==> config.mk <==
export PLATFORM = sky130hd
export DESIGN_NAME = audio_stream_ctrl
export DESIGN_NICKNAME = d
export VERILOG_FILES = /design/src/rtl/audio_stream_ctrl.sv
export SDC_FILE = /design/constraint.sdc
export NUM_CORES = 1
export LEC_CHECK = 0
export CORE_AREA = 5 5 172 141
export CTS_CLUSTER_DIAMETER = 30
export DETAILED_ROUTE_END_ITERATION = 12
export DIE_AREA = 0 0 177 146
export GPL_TIMING_DRIVEN = 0
export HOLD_SLACK_MARGIN = 0.05
export PLACE_DENSITY_LB_ADDON = 0.08
export SKIP_LAST_GASP = 1
export SYNTH_ARGS = -nofsm -noshare
export SYNTH_HDL_FRONTEND = slang
export SYNTH_SLANG_ARGS = --single-unit
==> constraint.sdc <==
create_clock -name clk_25mhz -period 3.9 [get_ports clk_25mhz]
set_clock_uncertainty 0.1 [all_clocks]
set_input_delay 1.17 -clock clk_25mhz [delete_from_list [all_inputs] [get_ports clk_25mhz]]
set_output_delay 1.17 -clock clk_25mhz [all_outputs]
set_load 0.01 [all_outputs]
==> src/rtl/audio_stream_ctrl.sv <==
// Audio playback stream controller: buffers receiver samples in a circular
// FIFO, releases one sample per SAMPLE_DIV clocks while playing, and throttles
// the receiver with watermark hysteresis on rx_active.
module audio_stream_ctrl #(
    parameter int SAMPLE_DIV = 567,
    parameter int FIFO_DEPTH = 16,
    parameter int PREFILL    = 8,
    parameter int HIGH_WM    = 12,
    parameter int LOW_WM     = 4
) (
    input  logic                            clk_25mhz,
    input  logic                            reset_n,
    input  logic                            enable,
    input  logic [15:0]                     rx_data,
    input  logic                            rx_valid,
    input  logic                            clear_flags,
    output logic                            rx_active,
    output logic [15:0]                     sample_out,
    output logic                            sample_strobe,
    output logic [$clog2(FIFO_DEPTH):0]     fifo_level,
    output logic [1:0]                      state,
    output logic                            overflow,
    output logic                            underrun
);

    localparam int PW = $clog2(FIFO_DEPTH);
    localparam int LW = PW + 1;
    localparam int CW = $clog2(SAMPLE_DIV);

    typedef enum logic [1:0] {
        S_IDLE = 2'd0,
        S_FILL = 2'd1,
        S_PLAY = 2'd2
    } state_e;

    state_e          state_q;
    logic [PW-1:0]   wr_ptr_q, rd_ptr_q;
    logic [LW-1:0]   level_q;
    logic [CW-1:0]   cnt_q;
    logic            rx_active_q;
    logic [15:0]     sample_q;
    logic            strobe_q;
    logic            ovf_q, unr_q;
    logic [15:0]     mem [FIFO_DEPTH];

    logic running, tick, full, empty;
    logic pop, push, ovf_set, unr_set;

    // Event decode; with enable low everything is suppressed because the
    // next edge flushes into IDLE anyway, and no strobe may follow outside PLAY.
    always_comb begin
        running = (state_q != S_IDLE);
        tick    = running && (cnt_q == CW'(SAMPLE_DIV - 1));
        full    = (level_q == LW'(FIFO_DEPTH));
        empty   = (level_q == '0);
        pop     = enable && tick && (state_q == S_PLAY) && !empty;
        unr_set = enable && tick && (state_q == S_PLAY) && empty;
        push    = enable && rx_valid && running && (!full || pop);
        ovf_set = enable && rx_valid && running && full && !pop;
    end

    // Control FSM with registered state and receiver throttle.
    always_ff @(posedge clk_25mhz or negedge reset_n) begin
        if (!reset_n) begin
            state_q     <= S_IDLE;
            rx_active_q <= 1'b0;
        end else if (!enable) begin
            state_q     <= S_IDLE;
            rx_active_q <= 1'b0;
        end else begin
            case (state_q)
                S_IDLE: begin
                    state_q     <= S_FILL;
                    rx_active_q <= 1'b1;
                end
                S_FILL, S_PLAY: begin
                    if (state_q == S_FILL && level_q >= LW'(PREFILL))
                        state_q <= S_PLAY;
                    else if (unr_set)
                        state_q <= S_FILL;
                    // Hysteresis: hold between the watermarks.
                    if (level_q >= LW'(HIGH_WM))
                        rx_active_q <= 1'b0;
                    else if (level_q <= LW'(LOW_WM))
                        rx_active_q <= 1'b1;
                end
                default: state_q <= S_IDLE;
            endcase
        end
    end

    // Sample-period counter, parked at zero whenever not streaming.
    always_ff @(posedge clk_25mhz or negedge reset_n) begin
        if (!reset_n)
            cnt_q <= '0;
        else if (!enable || !running || tick)
            cnt_q <= '0;
        else
            cnt_q <= cnt_q + CW'(1);
    end

    // FIFO pointers and exact level; leaving for IDLE flushes them.
    always_ff @(posedge clk_25mhz or negedge reset_n) begin
        if (!reset_n) begin
            wr_ptr_q <= '0;
            rd_ptr_q <= '0;
            level_q  <= '0;
        end else if (!enable) begin
            wr_ptr_q <= '0;
            rd_ptr_q <= '0;
            level_q  <= '0;
        end else begin
            if (push) wr_ptr_q <= wr_ptr_q + PW'(1);
            if (pop)  rd_ptr_q <= rd_ptr_q + PW'(1);
            case ({push, pop})
                2'b10:   level_q <= level_q + LW'(1);
                2'b01:   level_q <= level_q - LW'(1);
                default: level_q <= level_q;
            endcase
        end
    end

    // Sample storage; contents need no reset since the level gates reads.
    always_ff @(posedge clk_25mhz) begin
        if (push) mem[wr_ptr_q] <= rx_data;
    end

    // Playback output: popped word appears one cycle after its tick.
    always_ff @(posedge clk_25mhz or negedge reset_n) begin
        if (!reset_n) begin
            sample_q <= '0;
            strobe_q <= 1'b0;
        end else begin
            strobe_q <= pop;
            if (pop) sample_q <= mem[rd_ptr_q];
        end
    end

    // Sticky flags; a same-cycle set beats clear_flags.
    always_ff @(posedge clk_25mhz or negedge reset_n) begin
        if (!reset_n) begin
            ovf_q <= 1'b0;
            unr_q <= 1'b0;
        end else begin
            if (ovf_set)          ovf_q <= 1'b1;
            else if (clear_flags) ovf_q <= 1'b0;
            if (unr_set)          unr_q <= 1'b1;
            else if (clear_flags) unr_q <= 1'b0;
        end
    end

    assign rx_active     = rx_active_q;
    assign sample_out    = sample_q;
    assign sample_strobe = strobe_q;
    assign fifo_level    = level_q;
    assign state         = state_q;
    assign overflow      = ovf_q;
    assign underrun      = unr_q;

endmodule
==> impl_metrics.toml, run 1 <==
[global_route]
antenna_found_initial = 0
grtUsageTotal = 0.2138
grt_pass1_vias = 6745
grt-ovfl-total = 0
grt_first_pass_wirelength_mm = 40.91
grt_max_degree = 38

[final_layout]
syn2layout_area_growth_pct = 22.45
antenna_cells = 0
drive_above_1_share = 0.2769
fin_cells = 1086
final_nets = 775

[drt]
via_per_inst = 5.789
dr.pass1.iters = 5
ant_nets = 0
dr.first_iter.drc_count = 575
routedWlPerCell_um = 24.46
vias = 6287
wl_mm = 26.57
drc = 0

[synth]
synthesis.area_um2 = 12050
synth_seq_cells = 301
synth-warning-count = 0
ys_seq_area_frac = 0.7315
syn_inst = 626
synth-edff-count = 256
async_flop_share = 0.1495
syn-num-nets = 660
yosysUniqueCellTypes = 51
synth_top_flop_cell = "edfxtp_1"
synth_area_per_cell_um2 = 19.25

[die]
initial_core_util = 0.5428
design.core.area_um2 = 22190
fp.dieArea_um2 = 25840
io-pin-count = 48
die_x_um = 177
row_count = 49
die_y_um = 146

[worst_setup_path]
cp_cell_sequence = "clkdlybuf4s50_1 -> nor2b_1 -> nand2_1 -> o21bai_1 -> nor4_2 -> buf_4"
cpPeakStageDelay_ps = 900
critical_path_class = "input pin to register"
critPathMaxFanout = 10
start_kind = "input pin"
crit_slowest_cell = "nor4_2"
crit_arrival_ps = 3870
cp_data_required_time_ps = 4030
cp-end-kind = "register"

[cts]
cts_hold_buffers = 0
htreeDepth = 2
cts_setup_buffers = 0
cts_tree = "done"
clockBufferDepth = 3
cts_buffers = 50
insertion_delay_ps = 540
clock_tree.root_cell = "clkbuf_16"
numClockSinks = 301
clkTransAtPathRegs_ps = 50

[power_and_ir_drop]
ir_worst_vdd_v = 0.0003595
p_leak_uw = 0.005003
p_per_area_nw_per_um2 = 553.0

[timing]
setup-violations-final = 0
grt_setup_unrepaired = "false"
tightest_slew_ps = 1205
fmax_mhz = 267.8
finalCritPeriodShare = 0.9575
tns_ps = 0
fin_crit_ps = 3734
hold_viol_final = 0
slew-limit-headroom = 0.1964
slew_violations = 0

[min_path]
hp-class = "register to register"

[placement]
port_buffers = 47
hpwl_mm = 16.95
dp.cells = 995
gp_congestion = 0.8092

[flow_run]
drv_cap = 0

[outcome]
outcome = "completed"
where the power goes:
group | internal [µW] | switching [µW] | total [µW]
Sequential | 3540 | 35.3 | 3580
Combinational | 131 | 204 | 335
Clock | 2760 | 1490 | 4240
repair_timing:
item | 4_1_cts | 5_1_grt
gates cloned | 0 | 0
endpoints found under the setup margin | 32 | 96
gates resized for setup | 2 | 6
endpoints found under the hold margin | 0 | 0
cells in the final DEF (no fill, tap or decap), drive strengths merged, types with 3 or more instances in the layout:
| master | netlist | layout |
|---|---|---|
| nand2 | 60 | 60 |
| clkinvlp | 0 | 6 |
| clkbuf | 13 | 70 |
| buf | 14 | 31 |
| nor3 | 4 | 4 |
| mux2i | 5 | 5 |
| nor4 | 7 | 7 |
| xor2 | 5 | 5 |
| nand3 | 10 | 10 |
| and2 | 8 | 8 |
| a31oi | 3 | 3 |
| clkdlybuf4s50 | 0 | 46 |
| mux4 | 80 | 80 |
| clkinv | 0 | 18 |
| a21oi | 9 | 9 |
| or3 | 3 | 3 |
| nand4 | 6 | 6 |
| o31ai | 3 | 3 |
| inv | 15 | 19 |
| dfrtp | 45 | 45 |
| o21ai | 7 | 7 |
| bufinv | 0 | 6 |
| nor2 | 25 | 25 |
| edfxtp | 256 | 256 |
| xnor2 | 6 | 6 |
| ha | 13 | 13 |
layer usage:
metal	part of all wire	track usage
met2	0.50	0.3530
met4	0.016	0.05182
met1	0.42	0.2952
met5	0	0
met3	0.069	0.04727
cells in the mapped netlist (all sizes together), types with 7 or more instances:
cell    count  area share
o21ai       7      0.0029
and2        8      0.0042
a21oi       9      0.0037
edfxtp    256        0.64
nor2       25      0.0078
ha         13       0.014
buf        14      0.0056
nor4        7      0.0042
clkbuf     13      0.0050
nand3      10      0.0042
mux4       80        0.15
inv        15      0.0047
dfrtp      45       0.093
nand2      60       0.019
per-stage QoR:
step | worst slack (ps) | utilization | hold slack, ps | power [µW] | cell area [µm²]
floorplan | 3.025 | - | 373.9 | 3802 | 12050
global placement | -2710 | 0.5813 | 352.4 | 3938 | 12900
detailed placement | -619.5 | 0.5900 | 355.2 | 3970 | 13090
CTS | 7.641 | 0.6644 | 365.6 | 8219 | 14750
global route | 41.26 | 0.6647 | 391.3 | 8429 | 14750
finish | 165.7 | 0.6647 | 362.6 | 8159 | 14750
flip-flops by register name, indices dropped and copies added (netlist names):
| register | count |
|---|---|
| cnt_q | 10 |
| fifo_level | 5 |
| mem | 256 |
| overflow | 1 |
| rd_ptr_q | 4 |
| rx_active | 1 |
| sample_out | 16 |
| sample_strobe | 1 |
| state | 2 |
| underrun | 1 |
| wr_ptr_q | 4 |
logic make-up (layout without fill, tap and decap cells):
family	count (synthesis)	after routing	synth area share
flip-flops	301	301	0.7315
AO/OA/AOI/OAI	35	35	0.01932
AND/OR/NAND/NOR	137	137	0.05681
XOR/XNOR	11	11	0.007996
multiplexers	87	87	0.1556
buffers and inverters	42	196	0.01527
adder cells (fa/ha/maj)	13	13	0.01350
area by class of cell:
class	count	area (µm²)
fillers	1493	7441
plain buffers	27	127.6
repair buffers	63	628.1
well taps	306	382.9
multi-input cells	283	3095
clock buffers	57	1277
inverters	15	56.30
clock inverters	34	371.6
flip-flops and latches	301	8813
critical path: cells and delay by family:
kind	cells	cell delay, ps
AND/OR/NAND/NOR	3	1460
buffers and inverters	2	850
AO/OA/AOI/OAI	1	380
worst paths after layout:
| kind | slack, ps | to | cells past startpoint | startpoint |
|---|---|---|---|---|
| worst max register to register | 520 | mem[2][7] | 7 | state[0] |
| worst min-delay path | 360 | sample_out[7] | 2 | sample_out[7] |
| worst min register to register | 360 | sample_out[7] | 2 | sample_out[7] |
| min in group asynchronous | 420 | sample_out[5] | 1 | reset_n |
| max in group asynchronous | 2750 | wr_ptr_q[0] | 2 | reset_n |
| worst max-delay path | 170 | mem[2][7] | 6 | enable |
Power figures use the tool's default switching activity.
==> run 2: changes to the inputs <==
PLACE_DENSITY = 0.72   (was default)
PLACE_DENSITY_LB_ADDON = default   (was 0.08)
RECOVER_POWER = 25   (was default)
==> impl_metrics.toml, run 2 (synthesis gave the netlist of run 1 again) <==
[outcome]
outcome = "complete, but fails checks"
violations = "capacitance limit, slew limit"

[placement]
port_buffers = 47
hpwl_mm = 16.63
dp.cells = 993
pre_cts_slack_ps = -684.5
gp_congestion = 0.8350

[worst_setup_path]
cp-end-kind = "register"
cp_data_required_time_ps = 3950
crit_family = "simple AND/OR/NAND/NOR gates"
crit_slowest_cell = "and2_2"
critical_path_class = "input pin to register"
crit_arrival_ps = 3770
start_kind = "input pin"
cp_cell_sequence = "clkdlybuf4s50_1 -> nor2b_1 -> nand2_1 -> o21bai_1 -> nor3b_1 -> and2_2"
path_buf_inv = 1
cpPeakStageDelay_ps = 660
critPathMaxFanout = 16

[die]
die_x_um = 177
design.core.area_um2 = 22190
io-pin-count = 48
fp.dieArea_um2 = 25840
initial_core_util = 0.5428
row_count = 49
die_y_um = 146

[global_route]
antenna_found_initial = 1
grt-ovfl-total = 0
grt_max_degree = 33
grtUsageTotal = 0.2155
grt_first_pass_wirelength_mm = 41.58
grt_pass1_vias = 6800

[cts]
cts_setup_buffers = 0
insertion_delay_ps = 530
clockBufferDepth = 3
numClockSinks = 301
cts_tree = "done"
cts_hold_buffers = 0
clkTransAtPathRegs_ps = 50
cts_buffers = 49
clock_tree.root_cell = "clkbuf_16"
htreeDepth = 2

[final_layout]
drive_above_1_share = 0.2760
final_cell_mix = "edfxtp_1 (256), mux4_2 (80), nand2_1 (60)"
final_nets = 772
top_register = "mem"
fin_cells = 1085
largest_reg_flops = 256
final_common_cell = "edfxtp_1"
antenna_cells = 0
syn2layout_area_growth_pct = 22.64

[timing]
setup-violations-final = 0
grt_setup_unrepaired = "false"
hold_viol_final = 0
fmax_mhz = 268.7
fin_crit_ps = 3722
tns_ps = 0
setup_slack_ps = 178.2
tightest_slew_ps = 1772
finalCritPeriodShare = 0.9543
slew_violations = 33
slew-limit-headroom = -0.1816

[drt]
routedWlPerCell_um = 24.84
dr.first_iter.drc_count = 613
dr.pass1.iters = 5
wl_mm = 26.96
ant_nets = 0
vias = 6445
via_per_inst = 5.940
drc = 0

[power_and_ir_drop]
p_leak_uw = 0.005010
ir_worst_vdd_v = 0.0003851
p_per_area_nw_per_um2 = 559.9

[min_path]
hp-class = "register to register"

[flow_run]
drv_cap = 1
-- run 2: path summary, 6_finish.rpt --
kind	start	end	slack, ps	cells after the start
worst max register to register	fifo_level[1]	fifo_level[4]	470	9
worst min-delay path	sample_out[2]	sample_out[2]	360	2
min in group asynchronous	reset_n	sample_out[8]	660	1
worst min register to register	sample_out[2]	sample_out[2]	360	2
max in group asynchronous	reset_n	state[1]	870	2
worst max-delay path	enable	mem[4][8]	180	6
-- run 2: timing repair --
| item | CTS | global route |
|---|---|---|
| resized for setup | 4 | 4 |
| setup endpoints to repair | 64 | 64 |
| hold endpoints to repair | 0 | 0 |
-- run 2: layer usage --
layer / GRT usage / share of wire / wire length, µm / up-vias
met5: 0 / 0.00048 / 13 / -
met4: 0.05375 / 0.015 / 403 / 2
met3: 0.04649 / 0.081 / 2180 / 46
met2: 0.3520 / 0.50 / 13540 / 325
met1: 0.3017 / 0.40 / 10820 / 3316
li1: - / - / - / 2756
-- run 2: worst reg2reg max path, stage by stage (launching register included) --
cell	delay [ps]
dfrtp_1	460
nor4_2	550
nor2b_1	530
nor2_1	170
xor2_1	170
ha_1	220
nor2_1	80
o21a_1	210
or4_1	520
a32o_1	290
-- run 2: area by class of cell --
| type | count | area, µm² |
|---|---|---|
| clock buffers | 60 | 1320 |
| multi-input cells | 283 | 3095 |
| plain buffers | 27 | 127.6 |
| repair buffers | 61 | 595.6 |
| flip-flops and latches | 301 | 8813 |
| well taps | 306 | 382.9 |
| clock inverters | 32 | 384.1 |
| inverters | 15 | 56.30 |
| fillers | 1444 | 7418 |
-- run 2: power breakdown --
| part | total [µW] | switching (µW) | internal (µW) |
|---|---|---|---|
| clock network | 4360 | 1520 | 2840 |
| logic | 334 | 207 | 126 |
| registers | 3580 | 33.9 | 3540 |
-- run 2: through the flow --
stage | utilization | total power (µW) | cell area, µm² | hold slack (ps)
after CTS | 0.6663 | 8336 | 14790 | 372.0
after global placement | 0.5813 | 3932 | 12900 | 347.7
after floorplan | - | 3802 | 12050 | 373.9
final | 0.6657 | 8273 | 14780 | 364.7
after detailed placement | 0.5893 | 3969 | 13080 | 360.1
after global routing | 0.6657 | 8535 | 14780 | 402.5
==> run 3: changes to the inputs <==
clock period = 4.7 ns   (was 3.9 ns; I/O delays follow)
==> impl_metrics.toml, run 3 (synthesis gave the netlist of run 1 again) <==
[timing]
tightest_slew_ps = 1773
setup-violations-final = 0
finalCritPeriodShare = 0.9336
hold_viol_final = 0
fmax_mhz = 227.9
fin_crit_ps = 4388
tns_ps = 0
slew-limit-headroom = -0.1822
slew_violations = 33
grt_setup_unrepaired = "false"

[final_layout]
final_nets = 772
syn2layout_area_growth_pct = 22.56
top_register = "mem"
antenna_cells = 0
final_common_cell = "edfxtp_1"
final_cell_mix = "edfxtp_1 (256), mux4_2 (80), nand2_1 (60)"
final_util = 0.6653
fin_area_um2 = 14770
largest_reg_flops = 256
drive_above_1_share = 0.2657

[power_and_ir_drop]
p_switching_uw = 1470
p_sw_frac = 0.2139
seq_power_share = 0.432
p_int_uw = 5403
comb_power_share = 0.040
p_per_area_nw_per_um2 = 465.5
p_clk_frac = 0.528
ir_worst_vdd_v = 0.0003192
p_leak_uw = 0.005003

[global_route]
grt_max_degree = 33
grt_first_pass_wirelength_mm = 41.59
antenna_found_initial = 1
grtUsageTotal = 0.2158
grt-ovfl-total = 0
grt_pass1_vias = 6786

[placement]
port_buffers = 47
hpwl_mm = 16.63
gp_congestion = 0.8350
placed_area_um2 = 13080

[cts]
cts_buffers = 49
cts_tree = "done"
htreeDepth = 2
cts_hold_buffers = 0
clock_tree.root_cell = "clkbuf_16"
cts_setup_buffers = 0
insertion_delay_ps = 530
numClockSinks = 301
clockBufferDepth = 3
cts.repair.resized = 0
clkTransAtPathRegs_ps = 50

[drt]
drc = 0
ant_nets = 0
via_per_inst = 5.965
vias = 6472
wl_mm = 27.04
dr.first_iter.drc_count = 685
dr.pass1.iters = 5
routedWlPerCell_um = 24.92

[worst_setup_path]
path_buf_inv = 1
crit_arrival_ps = 4420
cp-end-kind = "register"
cpPeakStageDelay_ps = 1060
critPathMaxFanout = 16
cp_data_required_time_ps = 4730
crit_slowest_cell = "and2_1"
crit_family = "simple AND/OR/NAND/NOR gates"
cp_cell_sequence = "clkdlybuf4s50_1 -> nor2b_1 -> nand2_1 -> o21bai_1 -> nor3b_1 -> and2_1"
start_kind = "input pin"
critical_path_class = "input pin to register"

[die]
initial_core_util = 0.5428
io-pin-count = 48
die_y_um = 146
design.core.area_um2 = 22190
die_x_um = 177
row_count = 49
fp.dieArea_um2 = 25840

[min_path]
hp-class = "register to register"

[flow_run]
drv_cap = 1

[outcome]
outcome = "complete, but fails checks"
violations = "capacitance limit, slew limit"
-- run 3: cell type report --
cell class | count | area, µm²
Inverter | 15 | 56.30
Fill cell | 1444 | 7428
Sequential cell | 301 | 8813
Multi-Input combinational cell | 283 | 3085
Clock inverter | 32 | 384.1
Timing Repair Buffer | 61 | 595.6
Buffer | 27 | 127.6
Tap cell | 306 | 382.9
Clock buffer | 60 | 1320
-- run 3: power by group through the flow --
stage / Sequential (µW) / Clock [µW] / Combinational [µW]
after floorplan: 3020 / 0 / 137
after global placement: 3020 / 0 / 245
after detailed placement: 3020 / 0 / 276
after CTS: 2970 / 3670 / 279
after global routing: 2970 / 3810 / 301
final: 2970 / 3630 / 278
-- run 3: path summary, 6_finish.rpt --
check	start	to	slack (ps)	depth (start not counted)
max	enable	mem[7][8]	310	6
min	sample_out[2]	sample_out[2]	370	2
max reg2reg	state[0]	mem[7][8]	970	7
min reg2reg	sample_out[2]	sample_out[2]	370	2
max in group asynchronous	reset_n	state[1]	1420	2
min in group asynchronous	reset_n	sample_out[8]	910	1
-- run 3: metrics by stage --
stage | hold WS, ps | worst slack, ps | power, µW | instances
CTS | 372.0 | 377.4 | 6917 | 1085
global placement | 347.7 | -2060 | 3263 | 979
detailed placement | 360.1 | -124.5 | 3294 | 993
floorplan | 373.9 | 563.0 | 3155 | 626
global route | 402.5 | 248.5 | 7082 | 1085
finish | 366.7 | 312.0 | 6873 | 1085
-- run 3: worst min-delay path, stage by stage, from the launching register on --
cell and delay [ps]:
dfrtp_1 330, nand2_1 50, nand2_1 50
-- run 3: per-layer routing --
layer,part of all wire,track usage,vias to the layer above
li1,-,-,2762
met1,0.40,0.3031,3336
met2,0.51,0.3534,324
met3,0.074,0.04390,48
met4,0.015,0.05375,2
met5,0.00048,0,-
